File: src/rtl/stopwatch_ctrl.sv
// Stopwatch mode controller: debounces board inputs and runs the RUN/PAUSED/ADJUST FSM.
// Latency: raw input step -> outputs in DEB_CYCLES+3 cycles; no backpressure (free-running).
module stopwatch_ctrl #(
    parameter int DEB_CYCLES = 500000,
    parameter int CNT_W      = 20
) (
    input  logic       refreshClock,
    input  logic       reset,
    input  logic       btnPause,
    input  logic       btnClear,
    input  logic       swAdj,
    input  logic [1:0] swSel,
    input  logic       twoHz,
    output logic       isPaused,
    output logic       isAdj,
    output logic [1:0] select,
    output logic       clear,
    output logic [3:0] blinkMask,
    output logic [1:0] state
);

    typedef enum logic [1:0] {
        RUN    = 2'b00,
        PAUSED = 2'b01,
        ADJUST = 2'b10
    } mode_t;

    localparam int              NIN      = 5;
    localparam logic [CNT_W-1:0] DEB_LAST = CNT_W'(DEB_CYCLES - 1);

    mode_t            curState, nextState;
    logic [NIN-1:0]   rawVec, sync1, sync2, debLvl, debQ;
    logic [CNT_W-1:0] debCnt [NIN];
    logic             pressP, pressC;
    logic             adjLvl;
    logic [1:0]       selLvl;
    logic [2:0]       twoSh;
    logic             blinkRise;
    logic             phase, phaseNext;
    logic [1:0]       selNext;

    // bit order: {swSel[1:0], swAdj, btnClear, btnPause}
    assign rawVec = {swSel, swAdj, btnClear, btnPause};

    always_ff @(posedge refreshClock or posedge reset) begin
        if (reset) begin
            sync1 <= '0;
            sync2 <= '0;
        end else begin
            sync1 <= rawVec;
            sync2 <= sync1;
        end
    end

    // Level is accepted on the cycle the mismatch count would reach DEB_CYCLES.
    always_ff @(posedge refreshClock or posedge reset) begin
        if (reset) begin
            debLvl <= '0;
            for (int i = 0; i < NIN; i++) debCnt[i] <= '0;
        end else begin
            for (int i = 0; i < NIN; i++) begin
                if (sync2[i] == debLvl[i]) begin
                    debCnt[i] <= '0;
                end else if (debCnt[i] == DEB_LAST) begin
                    debLvl[i] <= sync2[i];
                    debCnt[i] <= '0;
                end else begin
                    debCnt[i] <= debCnt[i] + CNT_W'(1);
                end
            end
        end
    end

    // Registered edge stage: strobes and levels all reach the FSM with equal latency.
    always_ff @(posedge refreshClock or posedge reset) begin
        if (reset) begin
            debQ   <= '0;
            pressP <= 1'b0;
            pressC <= 1'b0;
            clear  <= 1'b0;
            twoSh  <= '0;
        end else begin
            debQ   <= debLvl;
            pressP <= debLvl[0] & ~debQ[0];
            pressC <= debLvl[1] & ~debQ[1];
            clear  <= pressC;
            twoSh  <= {twoSh[1:0], twoHz};
        end
    end

    assign adjLvl    = debQ[2];
    assign selLvl    = debQ[4:3];
    assign blinkRise = twoSh[1] & ~twoSh[2];

    always_ff @(posedge refreshClock or posedge reset) begin
        if (reset) begin
            curState <= PAUSED;
            select   <= 2'd0;
            phase    <= 1'b0;
        end else begin
            curState <= nextState;
            select   <= selNext;
            phase    <= phaseNext;
        end
    end

    always_comb begin
        nextState = curState;
        selNext   = select;
        phaseNext = phase;
        if (adjLvl && curState != ADJUST) begin
            nextState = ADJUST;
            phaseNext = 1'b0;
            selNext   = selLvl;
        end else if (!adjLvl && curState == ADJUST) begin
            nextState = PAUSED;
        end else if (curState == ADJUST) begin
            selNext = selLvl;
            if (blinkRise) phaseNext = ~phase;
        end else if (pressP) begin
            nextState = (curState == RUN) ? PAUSED : RUN;
        end
    end

    assign state     = curState;
    assign isPaused  = (curState == PAUSED);
    assign isAdj     = (curState == ADJUST);
    assign blinkMask = (isAdj && phase) ? (4'b0001 << select) : 4'b0000;

endmodule

File: config.mk
export PLATFORM = sky130hd
export DESIGN_NAME = stopwatch_ctrl
export DESIGN_NICKNAME = d
export VERILOG_FILES = /design/src/rtl/stopwatch_ctrl.sv
export SDC_FILE = /design/constraint.sdc
export NUM_CORES = 1
export LEC_CHECK = 0
export ABC_AREA = 1
export CORE_MARGIN = 3
export CORE_UTILIZATION = 40
export CTS_CLUSTER_DIAMETER = 80
export DETAILED_ROUTE_END_ITERATION = 8
export GPL_TIMING_DRIVEN = 0
export MAX_ROUTING_LAYER = met4
export PLACE_DENSITY = 0.62
export SETUP_SLACK_MARGIN = 0.1
export SYNTH_ARGS = -nofsm -noshare
export SYNTH_HDL_FRONTEND = slang
export SYNTH_SLANG_ARGS = --single-unit
File: constraint.sdc
create_clock -name refreshClock -period 6 [get_ports refreshClock]
set_clock_uncertainty 0.1 [all_clocks]
set_input_delay 0.9 -clock refreshClock [delete_from_list [all_inputs] [get_ports refreshClock]]
set_output_delay 0.9 -clock refreshClock [all_outputs]
set_load 0.01 [all_outputs]
==> impl_metrics.tcl, run 1 <==
set metrics [dict create \
    status "finished, final reports clean" \
    ys_seq_area_frac 0.472 \
    synth-compound-area-share 0.0263 \
    final_nets 961 \
    cts_setup_buffers 0 \
    yosys.area.top_type_share 0.468 \
    worstPathMaxFanout 4 \
    finalHoldViolations 0 \
    max_freq_mhz 326 \
    numPlacedInstances 1149 \
    drt_wl_total_mm 14.7 \
    maxSlewHeadroom 0.641 \
    grt_overflow 0 \
    seqPwrFrac 0.453 \
    io_pins 19 \
    portBuffers 18 \
    synth_xor_area_frac 0.0555 \
    holdWs_ns 0.247 \
    cts_made_buffers 17 \
    synth_top_family_by_area "simple AND/OR/NAND/NOR gates" \
    ys_seq_elements 131 \
    gp_congestion 0.928 \
    grt_antenna_before_repair 0 \
    rsz0062_at_grt "no" \
    synth_cell_types 32 \
    ys_warn_count 0 \
    finalMaxSlewViolations 0 \
    p_sw_frac 0.220 \
    syn_nets 923 \
    finalInstanceArea_um2 8030 \
    htree_levels 4 \
    route.detailed.drc 0 \
    syn_inst 910 \
    p_leak_nw 3.47 \
    clock-root-buffer "clkbuf_16" \
    internal_power_mw 1.56 \
    powerDensity_nw_per_um2 249 \
    cp-end-kind "output pin" \
    layout.cells.non_filler 1181 \
    clk_latency_ns 0.43 \
    core-area_um2 16800 \
    dp_hpwl_mm 10.6 \
    cts_tree "yes" \
    clk_pin_slew_worst_paths_ns 0.06 \
    post_cts_resized 0 \
    final_layout_size_suffix_gt1_frac 0.0989 \
    ant_nets 0 \
    die_w_um 138 \
    p_sw_mw 0.440 \
    ys_top_cells_by_area "dfrtp_1 (47%), nor2_1 (12%), nand2_1 (9.2%), nand3_1 (6.9%), inv_1 (5.5%)" \
    synthMuxAreaShare 0 \
    p_clk_frac 0.519 \
    finalSetupViolations 0 \
    grt_pass1_wl_mm 25.8 \
    rows 47 \
    fin_tns_setup_ns 0 \
    cts_buffer_depth 2 \
    path_buf_inv 2 \
    worst_setup_path_start_kind "flip-flop" \
    synth_area_um2 6940 \
    crit_type "reg -> out" \
    cpPeakStageDelay_ns 0.56 \
    fin_crit_sh 0.511 \
    p_comb_frac 0.028 \
    yosys.area.top_type "dfrtp_1" \
    die_area_um2 19000 \
    synthSimpleGateAreaFrac 0.374 \
    die_h_um 138 \
    grt_pass1_vias 5491 \
    cts_hold_buffers 0 \
    min_period_ns 3.07 \
    drt_iter0_drc 287 \
    required_ns 5.00 \
    synth-adder-area-share 0.00901 \
    area_growth_pct 15.6 \
    dpl_cell_area_um2 7430 \
    arrival_ns 2.07 \
    grt_max_degree 82 \
    grt.total_usage 0.176 \
    ir_drop_v 0.000235 \
    tightest_slew_ns 0.539 \
    initial_utilization 0.414 \
    vias 5598 \
    hold_path.class "reg -> reg" \
    postSynthAreaPerCell_um2 7.63 \
    cts.sinks 131 \
    num_antenna_cells 0 \
    slowest_stage "clkdlybuf4s50_1" \
    maxCapViolations 0 \
    dr.pass1.iters 5 \
    crit_family "simple AND/OR/NAND/NOR gates" \
    detail_route.wl_per_cell_um 12.4 \
    path_cells "inv_1 -> nor2_1 -> nand2_1 -> nor3_1 -> clkdlybuf4s50_1" \
    via_per_inst 4.74 \
]
## cell usage in the layout, fill, tap and decap left out, drive strengths merged, types with 5 or more instances in the layout
master and count:
dfrtp 130, xor2 31, nand3 97, buf 5, nand2 186, nand4 22, o21ai 22, nor3b 6
nor2 251, inv 109, nor3 17, clkbuf 23, a21oi 6, clkinv 7, xnor2 13, clkdlybuf4s50 18
ha 5
## power by group through the flow
stage	registers, mW	clock network, mW	logic [mW]
floorplan	0.919	0	0.0375
global placement	0.920	0	0.0546
detailed placement	0.920	0	0.0584
CTS	0.904	1.07	0.0589
global route	0.906	1.10	0.0664
finish	0.904	1.04	0.0558
## metal layers
metal,up-vias,track usage,part of all wire
met3,18,0.0380,0.036
met4,0,0.0670,0.017
li1,2952,-,-
met1,2547,0.230,0.49
met5,-,-,0
met2,81,0.271,0.46
## flip-flops by register name (all words and copies together), names as in the netlist
name    flops
phase       1
sync2       5
twoSh       3
sync1       5
debQ        5
debCnt    100
pressC      1
clear       1
debLvl      5
pressP      1
state       2
select      2
## cells in the mapped netlist
cell,number
a21oi_1,6
buf_2,3
buf_4,1
clkbuf_1,3
dfrtp_1,130
dfstp_2,1
ha_1,5
inv_1,101
inv_2,7
nand2_1,170
nand2_2,14
nand2_4,2
nand3_1,96
nand3_2,1
nand3b_1,1
nand4_1,22
nor2_1,222
nor2_2,19
nor2_4,10
nor3_1,16
nor3_2,1
nor3b_1,5
nor3b_2,1
o21a_1,1
o21ai_0,12
o21ai_1,10
o21bai_1,2
o22ai_1,2
o31ai_1,1
or2_2,1
xnor2_1,13
xor2_1,31
## through the flow
step	setup WS [ns]	power [mW]	utilization
finish	2.93	2.00	0.479
global route	2.75	2.07	0.479
CTS	2.86	2.03	0.479
detailed placement	3.34	0.979	0.443
global placement	-0.451	0.975	0.442
floorplan	1.50	0.956	-
## cell type report
type,instances,area [um2]
clock inverter,12,130
multi-input combinational,664,3230
tap,220,275
buffer,7,33.8
timing repair buffer,19,208
inverter,108,410
sequential,131,3280
fill,1661,8730
clock buffer,20,467
## logic make-up after synthesis
| family | Yosys count |
|---|---|
| AOI/OAI and AO/OA | 34 |
| xor gates and xnor gates | 44 |
| adders and majority gates | 5 |
| buffers and inverters | 115 |
| DFF | 131 |
| and+or+nand+nor | 581 |
## final timing paths
path                           start           end  slack [ns]  cells past startpoint
min in group asynchronous      reset    debCnt[81]        0.78                      2
min                         sync1[0]      sync2[0]        0.25                      0
max in group asynchronous      reset    debCnt[44]        4.26                      3
max reg2reg                debCnt[0]    debCnt[18]        4.32                      6
min reg2reg                 sync1[0]      sync2[0]        0.25                      0
max                         state[1]  blinkMask[2]        2.93                      5
No activity file was read; power rests on OpenSTA's default activity.
==> inputs of run 2 (changes only) <==
Settings changed: PLACE_DENSITY 0.62 to 0.64.
Clock period 6 ns to 2.73 ns, I/O delays scaled along.
==> run 2 against run 1 <==
Routed wire length hardly changed. Combinational power is 130% higher. Sequential power is 120% higher. Global-route usage is 0.22 points lower. Die area stayed put. Clock-buffer cell count is 1 lower. Non-clock buffer count is 2 higher. Highest routed layer unchanged. Hold slack worse by 0.00099 ns.
==> impl_metrics.tcl, run 2 (same netlist as run 1, synthesis figures left out) <==
set metrics [dict create \
    min_period_ns 2.44 \
    max_freq_mhz 410 \
    rows 47 \
    cts_tree "yes" \
    ff2ff_path_depth 6 \
    gp_congestion 0.905 \
    ir_drop_v 0.000450 \
    cts_buffer_depth 2 \
    pre_cts_ws_ns 0.599 \
    rrSetupSlack_ns 1.10 \
    final_nets 963 \
    final_layout_size_suffix_gt1_frac 0.102 \
    finalSetupViolations 0 \
    cp-end-kind "output pin" \
    fin_crit_sh 0.893 \
    finalMaxSlewViolations 0 \
    portBuffers 18 \
    detail_route.wl_per_cell_um 12.4 \
    final_cell_mix "nor2_1 (221), nand2_1 (170), dfrtp_1 (130)" \
    hold_path.class "reg -> reg" \
    worst_setup_path_start_kind "flip-flop" \
    r2r_end "debCnt[78]" \
    worstSetupStartpoint "state[1]" \
    cts_hold_buffers 0 \
    die_h_um 138 \
    arrival_ns 1.93 \
    route.detailed.drc 0 \
    status "finished, final reports clean" \
    htree_levels 4 \
    grt_pass1_wl_mm 25.8 \
    hold_depth 0 \
    fill_cells 1650 \
    maxCapViolations 0 \
    dp_hpwl_mm 10.8 \
    via_per_inst 4.82 \
    clk_latency_ns 0.42 \
    core-area_um2 16800 \
    initial_utilization 0.414 \
    area_growth_pct 16.6 \
    tightest_slew_ns 0.837 \
    largest_register "debCnt" \
    vias 5699 \
    grt_use_met1 0.233 \
    cts_made_buffers 17 \
    drt_wl_total_mm 14.7 \
    setup_slack_ns 0.292 \
    top_usage_layer "met2" \
    holdCritStartpoint "sync1[3]" \
    cts_setup_buffers 0 \
    grt.total_usage 0.174 \
    final_common_cell "nor2_1" \
    whs_endpoint "sync2[3]" \
    post_cts_resized 0 \
    rsz0062_at_grt "no" \
    drt_iter0_drc 290 \
    powerDensity_nw_per_um2 556 \
    ant_nets 0 \
    cts.sinks 131 \
    grt_antenna_before_repair 0 \
    grt_pass1_vias 5428 \
    worstReg2RegStart "debCnt[60]" \
    grt_max_degree 38 \
    clk_pin_slew_worst_paths_ns 0.06 \
    final_core_util 0.483 \
    finalHoldViolations 0 \
    dr.pass1.iters 5 \
    crit_type "reg -> out" \
    grt_overflow 0 \
    clock-root-buffer "clkbuf_16" \
    required_ns 2.22 \
    io_pins 19 \
    grt_use_met2 0.263 \
    worstPathMaxFanout 4 \
    die_area_um2 19000 \
    largest_reg_flops 100 \
    p_leak_nw 3.48 \
    die_w_um 138 \
    met3_usage 0.0409 \
    maxSlewHeadroom 0.441 \
    num_antenna_cells 0 \
]
## run 2: cell types whose count changed in the layout (fill, tap and decap cells not counted), sizes merged
cell and delta:
bufinv +1, clkinv -3, buf +2, clkbuf -1, clkinvlp +3
## run 2: layout make-up
class                   instances  area (um2)  area share
well taps                     220         275      0.0340
inverters                     108         409      0.0505
multi-input cells             664        3230       0.399
plain buffers                   7        33.8     0.00417
clock buffers                  19         453      0.0560
flip-flops and latches        131        3280       0.405
clock inverters                13         175      0.0216
repair buffers                 21         240      0.0297
## run 2: layer usage
layer | wire, um | vias to the layer above
met5 | 0 | -
met4 | 191 | 0
met3 | 580 | 14
met2 | 6690 | 90
met1 | 7220 | 2648
li1 | - | 2947
## run 2: worst max path at each step
stage	endpoint	depth (start not counted)	slack, ns
finish	blinkMask[0]	5	0.29
global route	blinkMask[3]	5	0.10
CTS	blinkMask[0]	5	0.14
detailed placement	blinkMask[0]	5	0.60
global placement	debCnt[53]	2	-0.65
floorplan	clear	1	0.60
## run 2: stage by stage
step | hold WS, ns | power, mW | TNS (ns) | instance area, um2 | std cells
2_1_floorplan | 0.231 | 2.10 | 0 | 6950 | 910
3_3_place_gp | 0.234 | 2.14 | -83.65 | 7400 | 1148
3_5_place_dp | 0.235 | 2.15 | 0 | 7460 | 1151
4_1_cts | 0.248 | 4.56 | 0 | 8090 | 1183
5_1_grt | 0.250 | 4.67 | 0 | 8090 | 1183
6_report | 0.246 | 4.50 | 0 | 8090 | 1183
## run 2: where the power goes
group,internal [mW],total (mW),switching (mW)
clock network,1.50,2.38,0.887
registers,1.97,1.99,0.0176
logic,0.0404,0.127,0.0862
total,3.51,4.50,0.991
## run 2: critical path: stages, from the launching register on
cell and delay [ns]:
dfrtp_1 0.37, inv_1 0.07, nor2_2 0.20, nand2_1 0.16, nor3_1 0.16, clkdlybuf4s50_1 0.56
